[src/rtl/sobel_window_core.sv]
// Sobel 3x3 gradient stage: column-major gray pixels in, |Gx|+|Gy| saturated out.
// Optional macro SOBEL_THRESHOLD_EN adds threshold_i and emits a binary edge map.
module sobel_window_core #(
  parameter int PIXEL_WIDTH_OUT = 8
) (
  input  logic                       clk_i,
  input  logic                       nreset_i,
  input  logic                       start_i,
  input  logic                       px_rdy_i,
  input  logic [PIXEL_WIDTH_OUT-1:0] in_px_gray_i,
`ifdef SOBEL_THRESHOLD_EN
  input  logic [PIXEL_WIDTH_OUT-1:0] threshold_i,
`endif
  output logic [PIXEL_WIDTH_OUT-1:0] out_px_sobel_o,
  output logic                       px_rdy_o,
  output logic                       win_valid_o
);

  localparam int PW = PIXEL_WIDTH_OUT;
  localparam int SW = PW + 2;  // weighted column/row sum
  localparam int GW = PW + 3;  // signed gradient
  localparam int MW = PW + 4;  // |Gx|+|Gy|

  logic [1:0]           row, fill;
  logic [PW-1:0]        stage0, stage1;
  logic [2:0][PW-1:0]   col0, col1, col2;  // col0 oldest (left), col2 newest (right)
  logic                 trig_q, s1_valid;
  logic signed [GW-1:0] gx, gy;

  logic [1:0]           row_eff, fill_eff;
  logic                 col_done, trig;
  logic [SW-1:0]        sum_l, sum_r, sum_t, sum_b;
  logic signed [GW-1:0] gx_c, gy_c;
  logic [GW-1:0]        abs_x, abs_y;
  logic [MW-1:0]        mag;
  logic [PW-1:0]        sat;

  function automatic logic [SW-1:0] wsum(input logic [PW-1:0] a, b, c);
    return SW'(a) + (SW'(b) << 1) + SW'(c);
  endfunction

  // NOTE: every signal assigned in this block gets a value on every path, so no latch is inferred.
  always_comb begin
    // A same-cycle start clears the strip before the incoming pixel is placed.
    row_eff  = start_i ? 2'd0 : row;
    fill_eff = start_i ? 2'd0 : fill;
    col_done = px_rdy_i && (row_eff == 2'd2);
    trig     = col_done && (fill_eff >= 2'd2);

    sum_r = wsum(col2[0], col2[1], col2[2]);
    sum_l = wsum(col0[0], col0[1], col0[2]);
    sum_b = wsum(col0[2], col1[2], col2[2]);
    sum_t = wsum(col0[0], col1[0], col2[0]);
    gx_c  = $signed(GW'(sum_r)) - $signed(GW'(sum_l));
    gy_c  = $signed(GW'(sum_b)) - $signed(GW'(sum_t));

    abs_x = gx[GW-1] ? $unsigned(-gx) : $unsigned(gx);
    abs_y = gy[GW-1] ? $unsigned(-gy) : $unsigned(gy);
    mag   = MW'(abs_x) + MW'(abs_y);
    sat   = (mag > MW'({PW{1'b1}})) ? {PW{1'b1}} : mag[PW-1:0];
  end

  assign win_valid_o = (fill == 2'd3);

  // NOTE: state uses non-blocking assignments so every flop samples pre-edge values.
  always_ff @(posedge clk_i or negedge nreset_i) begin
    if (!nreset_i) begin
      row            <= '0;
      fill           <= '0;
      stage0         <= '0;
      stage1         <= '0;
      // NOTE: the window is only a few registers, so it is reset along with the control state.
      col0           <= '0;
      col1           <= '0;
      col2           <= '0;
      trig_q         <= 1'b0;
      s1_valid       <= 1'b0;
      gx             <= '0;
      gy             <= '0;
      px_rdy_o       <= 1'b0;
      out_px_sobel_o <= '0;
    end else begin
      if (start_i) begin
        row  <= 2'd0;
        fill <= 2'd0;
      end
      if (px_rdy_i) begin
        row <= (row_eff == 2'd2) ? 2'd0 : row_eff + 2'd1;
        if (row_eff == 2'd0) stage0 <= in_px_gray_i;
        if (row_eff == 2'd1) stage1 <= in_px_gray_i;
        if (col_done) begin
          col0 <= col1;
          col1 <= col2;
          col2 <= {in_px_gray_i, stage1, stage0};
          fill <= (fill_eff == 2'd3) ? 2'd3 : fill_eff + 2'd1;
        end
      end

      // Window is stable for the two cycles after a column lands, so stage 1 reads it directly.
      trig_q   <= trig;
      s1_valid <= trig_q;
      if (trig_q) begin
        gx <= gx_c;
        gy <= gy_c;
      end

      px_rdy_o <= s1_valid;
      if (s1_valid) begin
`ifdef SOBEL_THRESHOLD_EN
        out_px_sobel_o <= (sat >= threshold_i) ? {PW{1'b1}} : {PW{1'b0}};
`else
        out_px_sobel_o <= sat;
`endif
      end
    end
  end

endmodule

[config.mk]
export PLATFORM = sky130hd
export DESIGN_NAME = sobel_window_core
export DESIGN_NICKNAME = d
export VERILOG_FILES = /design/src/rtl/sobel_window_core.sv
export SDC_FILE = /design/constraint.sdc
export NUM_CORES = 1
export LEC_CHECK = 0
export BUFFER_PORTS_ARGS = -buffer_cell sky130_fd_sc_hd__buf_2
export CAP_MARGIN = 25
export CELL_PAD_IN_SITES_DETAIL_PLACEMENT = 1
export CELL_PAD_IN_SITES_GLOBAL_PLACEMENT = 2
export CORE_MARGIN = 3
export CORE_UTILIZATION = 40
export DETAILED_ROUTE_END_ITERATION = 12
export PLACE_DENSITY_LB_ADDON = 0.1
export RECOVER_POWER = 100
export SLEW_MARGIN = 20
export SYNTH_ARGS = -nofsm -noshare
export SYNTH_HDL_FRONTEND = slang
export SYNTH_SLANG_ARGS = --single-unit
[constraint.sdc]
create_clock -name clk_i -period 5.2 [get_ports clk_i]
set_input_delay 1.04 -clock clk_i [delete_from_list [all_inputs] [get_ports clk_i]]
set_output_delay 1.04 -clock clk_i [all_outputs]
set_load 0.05 [all_outputs]
==> results_dict.tcl <==
set metrics [dict create \
    ctsResizeCount 0 \
    maxCapViolCount 3 \
    yosysTopAreaCell "dfrtp_1" \
    initial_core_util 0.4149 \
    slew_headroom -1.145 \
    worstSetupStartpointType "flop" \
    fmax_ghz 0.2392 \
    tritoncts "built" \
    grt_start_max_net_pins 126 \
    outcome "complete, but fails checks" \
    grt_pass1_vias 5395 \
    holdPathStages 2 \
    cts-root-buf "clkbuf_16" \
    antenna_left 0 \
    clkLatencyLatePin_ps 420 \
    overflow 0 \
    skew_ps 11.15 \
    hold_class "reg -> reg" \
    fin_setup_tns_ps 0 \
    setup_viol 0 \
    drive_above_1_share 0.1518 \
    clkTransAtPathRegs_ps 60 \
    ys_seq_area_frac 0.4127 \
    grt_pass1_wl_mm 27.37 \
    yosysWarnings 0 \
    rows 49 \
    routed_wl_mm 15.77 \
    hold_buffers 0 \
    setup.worst_path.end_class "flop" \
    hold_viol 0 \
    grtUsageTotal 0.1689 \
    vias 4809 \
    die_x_um 143.7 \
    place.gp.congestion 0.7348 \
    synth_cells 667 \
    rsz0062_at_grt "no" \
    pin_count 22 \
    avgViaCountPerCell 5.149 \
    post-route-util 0.4614 \
    syn_nets 779 \
    layout.nets 804 \
    dr.pass1.iters 4 \
    drc 0 \
    synthArstFlopShare 1.000 \
    placed_cells 901 \
    die_y_um 143.7 \
    critPathRequiredTime_ps 5460 \
    cts.sinks 125 \
    fin_area_um2 8431 \
    cts_buffers 17 \
    period_minus_slack_ps 4180 \
    slew_viol_final 248 \
    crit_arrival_ps 4440 \
    grt_antenna_before_repair 0 \
    synth_area_leaders "dfrtp_1 (41%), fa_1 (17%), mux2_2 (8.6%)" \
    ys_seq_elements 125 \
    worst_pin_slew_ps 3217 \
    synth_enable_flop_cells 0 \
    core-area_um2 18270 \
    htreeDepth 4 \
    layout_common_cells "dfrtp_1 (125), inv_1 (83), nand2_1 (63), fa_1 (63), mux2_2 (58)" \
    fin_cells 934 \
    path_max_fanout 3 \
    post_cts_buffers 0 \
    violations "capacitance limit, slew limit" \
    dieArea_um2 20640 \
    layout_commonest_cell "dfrtp_1" \
    ys_types 54 \
    syn_avg_cell_area_um2 11.36 \
    dpl.hpwl_mm 11.55 \
    area_growth_pct 11.22 \
    port_buffers 21 \
    antenna_cells 0 \
    place_area_um2 7936 \
    reg2regPathDepth 11 \
    syn_area_um2 7580 \
    routedWlPerCell_um 16.89 \
    synth.top_cell.area_share 0.4127 \
    n_fill_cell 1983 \
    synth_flop_cell "dfrtp_1" \
    period_share 0.8038 \
    drtIter0Drc 153 \
    crit_type "reg -> reg" \
    cts_buffer_depth 2 \
]
[Yosys cell counts (3+ instances only)]
library cell,number
a211o_1,3
a21o_1,5
a21oi_1,25
buf_1,3
clkbuf_1,13
dfrtp_1,125
fa_1,63
ha_1,37
inv_1,83
mux2_2,58
nand2_1,63
nand2b_1,6
nand3_1,4
nor2_1,17
nor2b_1,4
nor3_1,5
nor4_1,3
o211ai_1,4
o21a_1,5
o21ai_0,54
o31ai_1,12
or4_1,3
xnor2_1,25
xor2_1,4
[area by class of cell]
cell class	count	area [um2]	share of cell area
tap	229	286.5	0.03399
clock buffer	20	446.7	0.05298
timing repair buffer	25	110.1	0.01306
multi-input combinational	440	4034	0.4785
clock inverter	12	113.9	0.01351
sequential	125	3128	0.3710
inverter	83	311.5	0.03695
[registers in the layout, summed over array words and instances (netlist names)]
| name | count |
|---|---|
| col0 | 24 |
| col1 | 24 |
| col2 | 24 |
| gx | 11 |
| gy | 11 |
| out_px_sobel_o | 8 |
| stage0 | 8 |
| stage1 | 8 |
| fill | 2 |
| row | 2 |
| px_rdy_o | 1 |
| s1_valid | 1 |
| trig_q | 1 |
[critical path, stage by stage, from the launching register on]
cell and delay, ps:
dfrtp_1 400, inv_1 110, fa_1 450, fa_1 550, fa_1 530, ha_1 300, a21o_1 170, a21oi_1 230
o21ai_0 180, a2111oi_0 810, o21a_1 230, o31ai_1 70
[kinds of logic (layout without fill, tap and decap cells)]
logic type | after synthesis | in the layout | synth area share
compound gates | 136 | 136 | 0.1182
xor+xnor | 29 | 29 | 0.03351
fa+ha+maj | 100 | 100 | 0.2275
buf+inv | 102 | 140 | 0.05134
flops | 125 | 125 | 0.4127
mux | 58 | 58 | 0.08617
simple gates | 117 | 117 | 0.07065
[per-layer routing]
metal  global-route usage  wire length, um
met1               0.2143             7189
met2               0.2909             8100
met3              0.04060              316
met5                    0                0
met4              0.04509              165
[stage by stage]
stage               setup slack (ps)  hold slack (ps)
floorplan                       1610            354.8
finish                          1020            478.8
detailed placement              1280            469.9
global route                   590.7            505.7
CTS                             1193            483.8
global placement                1324            459.0
[final timing paths]
path | end | slack (ps) | from
hold / removal | col0[15]$_DFFE_PN0P_ | 480 | col1[15]$_DFFE_PN0P_
max in group asynchronous | col2[7]$_DFFE_PN0P_ | 1520 | nreset_i
setup / recovery | gx[8]$_DFFE_PN0P_ | 1020 | col0[18]$_DFFE_PN0P_
setup reg to reg | gx[8]$_DFFE_PN0P_ | 1020 | col0[18]$_DFFE_PN0P_
hold reg to reg | col0[15]$_DFFE_PN0P_ | 480 | col1[15]$_DFFE_PN0P_
min in group asynchronous | out_px_sobel_o[1]$_DFFE_PN0P_ | 1750 | nreset_i
Power is left out: the tool's default activity adds up to more than one toggle a clock period on the data nets, which glitch-free logic cannot reach.
